File: config.mk
export PLATFORM = sky130hd
export DESIGN_NAME = axi_lite_mem_slave
export DESIGN_NICKNAME = d
export VERILOG_FILES = /design/src/rtl/axi_lite_pkg.sv /design/src/rtl/axi_lite_mem_array.sv /design/src/rtl/axi_lite_mem_slave.sv
export SDC_FILE = /design/constraint.sdc
export NUM_CORES = 1
export LEC_CHECK = 0
export CAP_MARGIN = 40
export CORE_UTILIZATION = 65
export DETAILED_ROUTE_END_ITERATION = 10
export PLACE_DENSITY = 0.84
export SYNTH_ARGS = -nofsm -noshare
export SYNTH_HDL_FRONTEND = slang
export SYNTH_SLANG_ARGS = --single-unit
File: constraint.sdc
create_clock -name s_axi_aclk -period 4.5 [get_ports s_axi_aclk]
set_input_delay 1.125 -clock s_axi_aclk [delete_from_list [all_inputs] [get_ports s_axi_aclk]]
set_output_delay 1.125 -clock s_axi_aclk [all_outputs]
set_load 0.02 [all_outputs]
File: src/rtl/axi_lite_pkg.sv
// Shared AXI-Lite definitions: response codes and FSM state encodings.
package axi_lite_pkg;

  localparam int unsigned RESP_WIDTH_DEF = 3;

  localparam logic [RESP_WIDTH_DEF-1:0] RESP_OKAY   = 3'b000;
  localparam logic [RESP_WIDTH_DEF-1:0] RESP_SLVERR = 3'b010;

  // Write channel FSM: tracks which half of the AW/W pair has been taken.
  typedef enum logic [1:0] {
    W_IDLE      = 2'd0,
    W_HAVE_ADDR = 2'd1,
    W_HAVE_DATA = 2'd2,
    W_RESP      = 2'd3
  } wr_state_e;

  // Read channel FSM.
  typedef enum logic {
    R_IDLE = 1'b0,
    R_DATA = 1'b1
  } rd_state_e;

endpackage

File: src/rtl/axi_lite_mem_array.sv
// Word flop array with one byte-enabled write port and one registered read port.
module axi_lite_mem_array #(
  parameter int unsigned DATA_WIDTH = 32,
  parameter int unsigned MEM_DEPTH  = 16,
  parameter int unsigned IDX_W      = 4
) (
  input  logic                    clk_i,
  input  logic                    rst_ni,
  input  logic                    we_i,
  input  logic [IDX_W-1:0]        widx_i,
  input  logic [DATA_WIDTH-1:0]   wdata_i,
  input  logic [DATA_WIDTH/8-1:0] wstrb_i,
  input  logic                    re_i,
  input  logic [IDX_W-1:0]        ridx_i,
  output logic [DATA_WIDTH-1:0]   rdata_o
);

  localparam int unsigned STRB_W = DATA_WIDTH / 8;

  logic [DATA_WIDTH-1:0] mem_q [MEM_DEPTH];
  logic [DATA_WIDTH-1:0] rdata_q;

  // Storage: async clear, byte-lane write on enabled strobes only.
  always_ff @(posedge clk_i or negedge rst_ni) begin
    if (!rst_ni) begin
      for (int unsigned i = 0; i < MEM_DEPTH; i++) begin
        mem_q[i] <= '0;
      end
    end else if (we_i) begin
      for (int unsigned b = 0; b < STRB_W; b++) begin
        if (wstrb_i[b]) begin
          mem_q[widx_i][b*8 +: 8] <= wdata_i[b*8 +: 8];
        end
      end
    end
  end

  // Read register: samples the pre-write contents on a same-edge collision.
  always_ff @(posedge clk_i or negedge rst_ni) begin
    if (!rst_ni) begin
      rdata_q <= '0;
    end else if (re_i) begin
      rdata_q <= mem_q[ridx_i];
    end
  end

  assign rdata_o = rdata_q;

endmodule

File: src/rtl/axi_lite_mem_slave.sv
// AXI-Lite single-beat word memory endpoint with OKAY/SLVERR responses.
module axi_lite_mem_slave
  import axi_lite_pkg::*;
#(
  parameter int unsigned DATA_WIDTH = 32,
  parameter int unsigned ADDR_WIDTH = 8,
  parameter int unsigned RESP_WIDTH = RESP_WIDTH_DEF,
  parameter int unsigned MEM_DEPTH  = 16
) (
  input  logic                    s_axi_aclk,
  input  logic                    s_axi_aresetn,
  input  logic [ADDR_WIDTH-1:0]   s_axi_awaddr,
  input  logic                    s_axi_awvalid,
  output logic                    s_axi_awready,
  input  logic [DATA_WIDTH-1:0]   s_axi_wdata,
  input  logic [DATA_WIDTH/8:0]   s_axi_wstrb,
  input  logic                    s_axi_wvalid,
  output logic                    s_axi_wready,
  output logic [RESP_WIDTH-1:0]   s_axi_bresp,
  output logic                    s_axi_bvalid,
  input  logic                    s_axi_bready,
  input  logic [ADDR_WIDTH-1:0]   s_axi_araddr,
  input  logic                    s_axi_arvalid,
  output logic                    s_axi_arready,
  output logic [DATA_WIDTH-1:0]   s_axi_rdata,
  output logic [RESP_WIDTH-1:0]   s_axi_rresp,
  output logic                    s_axi_rvalid,
  input  logic                    s_axi_rready
);

  localparam int unsigned STRB_W = DATA_WIDTH / 8;
  localparam int unsigned WORD_W = ADDR_WIDTH - 2;
  localparam int unsigned IDX_W  = (MEM_DEPTH > 1) ? $clog2(MEM_DEPTH) : 1;

  localparam logic [RESP_WIDTH-1:0] OKAY_R   = RESP_WIDTH'(RESP_OKAY);
  localparam logic [RESP_WIDTH-1:0] SLVERR_R = RESP_WIDTH'(RESP_SLVERR);

  wr_state_e w_state_q, w_state_d;
  rd_state_e r_state_q, r_state_d;

  logic [WORD_W-1:0]     awword_q, awword_d;
  logic [DATA_WIDTH-1:0] wdata_q, wdata_d;
  logic [STRB_W-1:0]     wstrb_q, wstrb_d;
  logic [RESP_WIDTH-1:0] bresp_q, bresp_d;
  logic [RESP_WIDTH-1:0] rresp_q, rresp_d;

  logic                  aw_hs_c, w_hs_c, ar_hs_c;
  logic                  commit_c, wr_ok_c, rd_ok_c;
  logic [WORD_W-1:0]     cmt_word_c, rd_word_c;
  logic [DATA_WIDTH-1:0] cmt_data_c;
  logic [STRB_W-1:0]     cmt_strb_c;
  logic [DATA_WIDTH-1:0] arr_rdata;

  // Readies decode from state and are held low while reset is asserted.
  assign s_axi_awready = s_axi_aresetn &
                         ((w_state_q == W_IDLE) || (w_state_q == W_HAVE_DATA));
  assign s_axi_wready  = s_axi_aresetn &
                         ((w_state_q == W_IDLE) || (w_state_q == W_HAVE_ADDR));
  assign s_axi_arready = s_axi_aresetn & (r_state_q == R_IDLE);
  assign s_axi_bvalid  = (w_state_q == W_RESP);
  assign s_axi_rvalid  = (r_state_q == R_DATA);

  assign aw_hs_c = s_axi_awvalid & s_axi_awready;
  assign w_hs_c  = s_axi_wvalid  & s_axi_wready;
  assign ar_hs_c = s_axi_arvalid & s_axi_arready;

  // The pair completes with whichever half arrives now plus any held half.
  assign cmt_word_c = aw_hs_c ? s_axi_awaddr[ADDR_WIDTH-1:2] : awword_q;
  assign cmt_data_c = w_hs_c  ? s_axi_wdata : wdata_q;
  assign cmt_strb_c = w_hs_c  ? s_axi_wstrb[STRB_W-1:0] : wstrb_q;
  assign rd_word_c  = s_axi_araddr[ADDR_WIDTH-1:2];

  assign wr_ok_c = 32'(cmt_word_c) < MEM_DEPTH;
  assign rd_ok_c = 32'(rd_word_c)  < MEM_DEPTH;

  // Write FSM next state and commit strobe.
  always_comb begin
    w_state_d = w_state_q;
    commit_c  = 1'b0;
    case (w_state_q)
      W_IDLE: begin
        if (aw_hs_c && w_hs_c) begin
          w_state_d = W_RESP;
          commit_c  = 1'b1;
        end else if (aw_hs_c) begin
          w_state_d = W_HAVE_ADDR;
        end else if (w_hs_c) begin
          w_state_d = W_HAVE_DATA;
        end
      end
      W_HAVE_ADDR: begin
        if (w_hs_c) begin
          w_state_d = W_RESP;
          commit_c  = 1'b1;
        end
      end
      W_HAVE_DATA: begin
        if (aw_hs_c) begin
          w_state_d = W_RESP;
          commit_c  = 1'b1;
        end
      end
      W_RESP: begin
        if (s_axi_bready) begin
          w_state_d = W_IDLE;
        end
      end
      default: w_state_d = W_IDLE;
    endcase
  end

  // Read FSM next state.
  always_comb begin
    r_state_d = r_state_q;
    case (r_state_q)
      R_IDLE: if (ar_hs_c)      r_state_d = R_DATA;
      R_DATA: if (s_axi_rready) r_state_d = R_IDLE;
      default: r_state_d = R_IDLE;
    endcase
  end

  // Held halves of a split write, and responses that stay put until accepted.
  always_comb begin
    awword_d = aw_hs_c ? s_axi_awaddr[ADDR_WIDTH-1:2] : awword_q;
    wdata_d  = w_hs_c ? s_axi_wdata : wdata_q;
    wstrb_d  = w_hs_c ? s_axi_wstrb[STRB_W-1:0] : wstrb_q;
    bresp_d  = bresp_q;
    rresp_d  = rresp_q;
    if (commit_c) begin
      bresp_d = wr_ok_c ? OKAY_R : SLVERR_R;
    end
    if (ar_hs_c) begin
      rresp_d = rd_ok_c ? OKAY_R : SLVERR_R;
    end
  end

  // State and datapath registers.
  always_ff @(posedge s_axi_aclk or negedge s_axi_aresetn) begin
    if (!s_axi_aresetn) begin
      w_state_q <= W_IDLE;
      r_state_q <= R_IDLE;
      awword_q  <= '0;
      wdata_q   <= '0;
      wstrb_q   <= '0;
      bresp_q   <= '0;
      rresp_q   <= '0;
    end else begin
      w_state_q <= w_state_d;
      r_state_q <= r_state_d;
      awword_q  <= awword_d;
      wdata_q   <= wdata_d;
      wstrb_q   <= wstrb_d;
      bresp_q   <= bresp_d;
      rresp_q   <= rresp_d;
    end
  end

  axi_lite_mem_array #(
    .DATA_WIDTH (DATA_WIDTH),
    .MEM_DEPTH  (MEM_DEPTH),
    .IDX_W      (IDX_W)
  ) u_array (
    .clk_i   (s_axi_aclk),
    .rst_ni  (s_axi_aresetn),
    .we_i    (commit_c & wr_ok_c),
    .widx_i  (cmt_word_c[IDX_W-1:0]),
    .wdata_i (cmt_data_c),
    .wstrb_i (cmt_strb_c),
    .re_i    (ar_hs_c),
    .ridx_i  (rd_word_c[IDX_W-1:0]),
    .rdata_o (arr_rdata)
  );

  // Out-of-range reads return zero regardless of the aliased array word.
  assign s_axi_rdata = (rresp_q == SLVERR_R) ? '0 : arr_rdata;
  assign s_axi_bresp = bresp_q;
  assign s_axi_rresp = rresp_q;

  // Byte offset bits and the spare strobe bit carry no meaning here.
  logic unused_bits;
  assign unused_bits = ^{s_axi_wstrb[STRB_W], s_axi_awaddr[1:0], s_axi_araddr[1:0]};

endmodule

==> results.sh <==
export IMPL_grt_max_degree=178
export IMPL_dr_wl_met2_um=28500
export IMPL_cp_start_kind="flip-flop"
export IMPL_grt_overflow_total=0
export IMPL_chipHeight_um=204
export IMPL_drt_met1_wl_um=24200
export IMPL_netlist_cell_type_count=35
export IMPL_worstPathBufferInverterCount=3
export IMPL_gp_congestion=0.821
export IMPL_setup_tns_final_ns=0
export IMPL_wl_um=56900
export IMPL_filler_cell_count=2343
export IMPL_crit_path_cell_trace="inv_1 -> ha_1 -> o211ai_4 -> mux2i_1 -> buf_4 -> inv_1 -> nor4_2 -> nand2_1 -> mux2_1"
export IMPL_h_tree_depth=2
export IMPL_timing_reg2reg_worst_path_depth=9
export IMPL_final_setup_worst_slack_ns=0.790
export IMPL_tritoncts="yes"
export IMPL_yosysWarnings=0
export IMPL_critical_path_arrival_ns=4.19
export IMPL_drc_errors=0
export IMPL_outcome="complete, no violations"
export IMPL_clock_latency_ns=0.61
export IMPL_max_clock_buf_depth=3
export IMPL_worst_setup_hold_path_clk_slew_ns=0.06
export IMPL_cp_max_fo=12
export IMPL_highest_layer="met4"
export IMPL_min_period_ns=3.71
export IMPL_finalHoldWorstSlack_ns=0.388
export IMPL_firstDrtPassIters=5
export IMPL_placed_cells=2228
export IMPL_design_final_nets=1828
export IMPL_r2r_slack_ns=0.79
export IMPL_seq_area_frac_synth_pct=56.0
export IMPL_ctsRootBufferMaster="sky130_fd_sc_hd__clkbuf_16"
export IMPL_drv_cap=0
export IMPL_starting_density_pct=66.1
export IMPL_cellPowerDensity_nw_per_um2=440
export IMPL_die_width_um=204
export IMPL_setup_viol=0
export IMPL_synth_avg_cell_area_um2=15.8
export IMPL_launch_point_of_the_worst_reg_to_reg_path="w_state_q[0]"
export IMPL_syn_area_um2=26400
export IMPL_cp_slowest_stage_delay_ns=0.73
export IMPL_post_cts_setup_buffers=0
export IMPL_synthCells=1676
export IMPL_post_drt_via_cell_ratio=6.30
export IMPL_pins_over_slew_limit=0
export IMPL_cpLargestDelayFamily="simple AND/OR/NAND/NOR gates"
export IMPL_place_hpwl_um=35300
export IMPL_cpMostUsedCell="sky130_fd_sc_hd__inv_1"
export IMPL_path_class="flip-flop to flip-flop"
export IMPL_place_area_um2=28000
export IMPL_power_ir_vdd_worst_mv=0.446
export IMPL_endpoint_kind="flip-flop"
export IMPL_grt_pass1_vias=15800
export IMPL_rsz0062_at_grt="false"
export IMPL_slowest_stage_cell_crit_path="sky130_fd_sc_hd__nor4_2"
export IMPL_dp_worst_setup_slack_ns=0.275
export IMPL_routed_wl_met3_um=2540
export IMPL_maxSlewHeadroom_pct=34.6
export IMPL_cts_buffers=58
export IMPL_fin_total_pwr_mw=13.2
export IMPL_report_final_hold_viol_count=0
export IMPL_antenna_found_initial=2
export IMPL_design_portCount=103
export IMPL_final_min_period_over_clock_period_pct=82.4
export IMPL_postCtsHoldBufs=0
export IMPL_final_cell_count_no_fill=2337
export IMPL_post_route_util_pct=74.9
export IMPL_hold_class="input port to async pin"
export IMPL_detailroute_via_count=14700
export IMPL_die_footprint_um2=41400
export IMPL_fp_coreArea_um2=39900
export IMPL_io_buffer_count=93
export IMPL_clock_sink_count=591
export IMPL_regToRegEndpoint="u_array.mem_q[177]"
export IMPL_ys_ff_latch=591
export IMPL_fmax_ghz=0.270
export IMPL_leakage_nw=14.6
export IMPL_timing_clock_skew_ns=0.00875
export IMPL_drt_initial_drc_count=811
export IMPL_rows=73
export IMPL_tightest_slew_ns=0.981
export IMPL_cts_repair_resized=0
export IMPL_grtUsageTotal_pct=28.8
export IMPL_cp_required_ns=4.98
export IMPL_layout_area_overhead_vs_synth_pct=13.3
export IMPL_detail_route_antenna_nets=0
export IMPL_layout_cell_area_non_filler_um2=29900
export IMPL_drive_above_1_share_pct=45.0
export IMPL_route_detailed_wl_per_inst_um=24.4
export IMPL_grt_first_pass_wirelength_um=90300
[placed cells by master, fill, tap and decap left out, drive strengths merged, types with 32 or more instances in the layout]
| cell type | instances |
|---|---|
| clkbuf | 92 |
| mux4 | 128 |
| mux2 | 554 |
| nand2 | 49 |
| mux2i | 68 |
| dfrtp | 591 |
| nor2b | 33 |
| clkdlybuf4s50 | 89 |
| buf | 32 |
| nor2 | 32 |
[worst reg2reg max path, delay by kind of cell (launching register included)]
| family | cells | cell delay (ns) |
|---|---|---|
| AOI/OAI and AO/OA | 1 | 0.42 |
| adders and majority gates | 1 | 0.35 |
| buffers and inverters | 3 | 0.46 |
| DFF | 1 | 0.41 |
| muxes | 2 | 0.71 |
| and+or+nand+nor | 2 | 1.26 |
[cells in the mapped netlist (all sizes together)]
cell type / number / area, um^2
a21o: 23 / 173
a21oi: 12 / 60.1
a22o: 1 / 8.76
a31oi: 1 / 6.26
and3: 4 / 25.0
buf: 35 / 161
clkbuf: 62 / 233
conb: 1 / 3.75
dfrtp: 591 / 14800
ha: 4 / 50.1
inv: 10 / 37.5
mux2: 554 / 6240
mux2i: 68 / 681
mux4: 128 / 2880
nand2: 49 / 184
nand2b: 2 / 12.5
nand3: 5 / 25.0
nand4: 5 / 31.3
nor2: 32 / 170
nor2b: 33 / 206
nor3: 1 / 5.00
nor3b: 1 / 7.51
nor4: 11 / 131
o211ai: 2 / 33.8
o21a: 2 / 15.0
o21ai: 14 / 70.1
o22ai: 23 / 144
o31ai: 1 / 7.51
or2: 1 / 6.26
[area by class of cell]
cell class	instances	area [um^2]	share of cell area [%]
multi-input cells	981	11200	37.5
inverters	10	37.5	0.125
clock buffers	91	1770	5.91
clock inverters	15	135	0.452
well taps	525	657	2.20
repair buffers	122	1310	4.39
flip-flops and latches	591	14800	49.4
diodes	2	5.00	0.0167
[layer usage]
layer  track usage [%]  vias up
met5                 0        -
li1                  -     6413
met1              39.4     7888
met2              47.4      312
met3              4.75      105
met4              10.3        0
[state kept, by name, summed over array words and instances (netlist names)]
signal,flops
u_array.mem_q,512
u_array.rdata_o,32
wdata_q,32
awword_q,6
wstrb_q,4
w_state_q,2
s_axi_bresp,1
s_axi_rresp,1
s_axi_rvalid,1
[cells by family (layout without fill, tap and decap cells)]
kind of cell / after synthesis / count (layout) / synth area share, %
buf+inv: 107 / 238 / 1.64
fa+ha+maj: 4 / 4 / 0.190
simple gates: 144 / 144 / 3.05
other cells: 1 / 6 / 0.0142
compound gates: 79 / 79 / 1.96
mux: 750 / 750 / 37.1
flops: 591 / 591 / 56.0
[power breakdown]
group | total, mW | switching (mW) | internal, mW
clock | 4.79 | 2.00 | 2.80
combinational | 2.37 | 1.53 | 0.842
sequential | 5.99 | 0.206 | 5.79
total | 13.2 | 3.73 | 9.43
[worst max-delay path by stage]
stage | from | end | depth (start not counted)
after global routing | w_state_q[0] | u_array.mem_q[182] | 9
after global placement | s_axi_awvalid | u_array.mem_q[178] | 8
after detailed placement | s_axi_awvalid | u_array.mem_q[177] | 8
final | w_state_q[0] | u_array.mem_q[177] | 9
after floorplan | s_axi_aresetn | u_array.mem_q[448] | 7
after CTS | w_state_q[0] | u_array.mem_q[177] | 9
(Power assumes the default switching activity.)
==> RTL change, RTL diff (config.mk and constraints unchanged) <==
`MEM_DEPTH` is set to 16 in 2 places; all go to 8.
--- a/src/rtl/axi_lite_mem_array.sv
+++ b/src/rtl/axi_lite_mem_array.sv
@@ -1,7 +1,7 @@
 // Word flop array with one byte-enabled write port and one registered read port.
 module axi_lite_mem_array #(
   parameter int unsigned DATA_WIDTH = 32,
-  parameter int unsigned MEM_DEPTH  = 16,
+  parameter int unsigned MEM_DEPTH  = 8,
   parameter int unsigned IDX_W      = 4
 ) (
   input  logic                    clk_i,
--- a/src/rtl/axi_lite_mem_slave.sv
+++ b/src/rtl/axi_lite_mem_slave.sv
@@ -5,7 +5,7 @@
   parameter int unsigned DATA_WIDTH = 32,
   parameter int unsigned ADDR_WIDTH = 8,
   parameter int unsigned RESP_WIDTH = RESP_WIDTH_DEF,
-  parameter int unsigned MEM_DEPTH  = 16
+  parameter int unsigned MEM_DEPTH  = 8
 ) (
   input  logic                    s_axi_aclk,
   input  logic                    s_axi_aresetn,
Function: not settled (the Yosys comparison gave no result); the edit may change what the design does.
==> RTL change against the unedited design <==
- sequential cell count shrank 256
- via count decreased by 41%
- area after synthesis shrank 43%
- synthesized cell count is 42% lower
- register-to-register slack improved by 320 ps
- wire length is 45% lower
- power decreased by 30%
- core utilization increased by 2.8 points
- worst setup slack gained 140 ps
- cell area decreased by 41%
- fmax is 4.0% higher
- sequential power is 32% lower
- critical endpoint is now u_array.mem_q[103]
- largest power group unchanged
==> RTL change: results (changes against the unedited design) <==
finish:
  clkbuf_count: 51  # -44%
  fillerInstances: 1339  # -43%
  largest_reg_flops: 256  # -50%
  ff_latch_area_um2: 8380  # -43%
  signal_buffers: 123  # +0.82%
  comb.multi_input.count: 587  # -40%
  nonClkBufAreaFrac_pct: 6.96  # +2.6 points
global_route:
  grt_max_degree: 188  # +5.6%
  grt_usage_pct: 28.0  # -0.83 points
timing:
  holdWs_ps: 462  # +74.2 ps
  slew_headroom_pct: 35.5  # +0.88 points
place:
  dp_hpwl_mm: 19.2  # -46%
synth:
  synth_compound_area_share_pct: 1.77  # -0.19 points
  ys_seq_area_share_pct: 55.3  # -0.73 points
  synth_common_cells: "dfrtp_1 (335), mux2_2 (295), mux4_2 (64)"
  synth_mux_area_share_pct: 34.9  # -2.3 points
  synth_area_leaders: "dfrtp_1 (55%), mux2_2 (22%), mux4_2 (9.5%)"
routing:
  wl_met3_mm: 1.33  # -48%
  drt-pass1-iter-count: 4  # -1
  wl_per_cell_um: 21.9  # -10%
  m1WireLength_mm: 13.3  # -45%
  met2_length_mm: 16.0  # -44%
pwr:
  p_seq_share_pct: 44.1  # -1.5 points
  p_clk_share_pct: 30.4  # -6.0 points
  p_leak_nw: 8.31  # -43%
worst_setup_path:
  critical_path.max_stage_delay_ps: 750  # +20 ps
  r2r-end: "u_array.mem_q[103]"
  crit_family: "buffers and inverters"
run_status:
  status: "finished clean"
clocking:
  cts.sinks: 335  # -43%
[RTL change: metrics by stage]
step / cells / worst slack [ps] / instance area (µm²) / utilization (%) / total power, W
final: 1425 / 932 / 17700 / 77.7 / 0.00927
after global placement: 1362 / 507 / 16500 / 72.5 / 0.00633
after floorplan: 982 / 1520 / 15200 / - / 0.00574
after CTS: 1425 / 953 / 17700 / 77.7 / 0.00933
after global routing: 1425 / 832 / 17700 / 77.7 / 0.00971
after detailed placement: 1367 / 434 / 16600 / 72.8 / 0.00648
[RTL change: how the worst max path moves through the flow]
stage	start	endpoint	slack [ps]	cells past startpoint
5_1_grt	s_axi_awvalid	u_array.mem_q[103]	830	6
6_report	s_axi_awvalid	u_array.mem_q[103]	930	6
2_1_floorplan	s_axi_aresetn	u_array.mem_q[128]	1520	6
3_5_place_dp	s_axi_awvalid	u_array.mem_q[97]	430	6
3_3_place_gp	s_axi_awvalid	u_array.mem_q[213]	510	5
4_1_cts	s_axi_awvalid	u_array.mem_q[103]	950	6
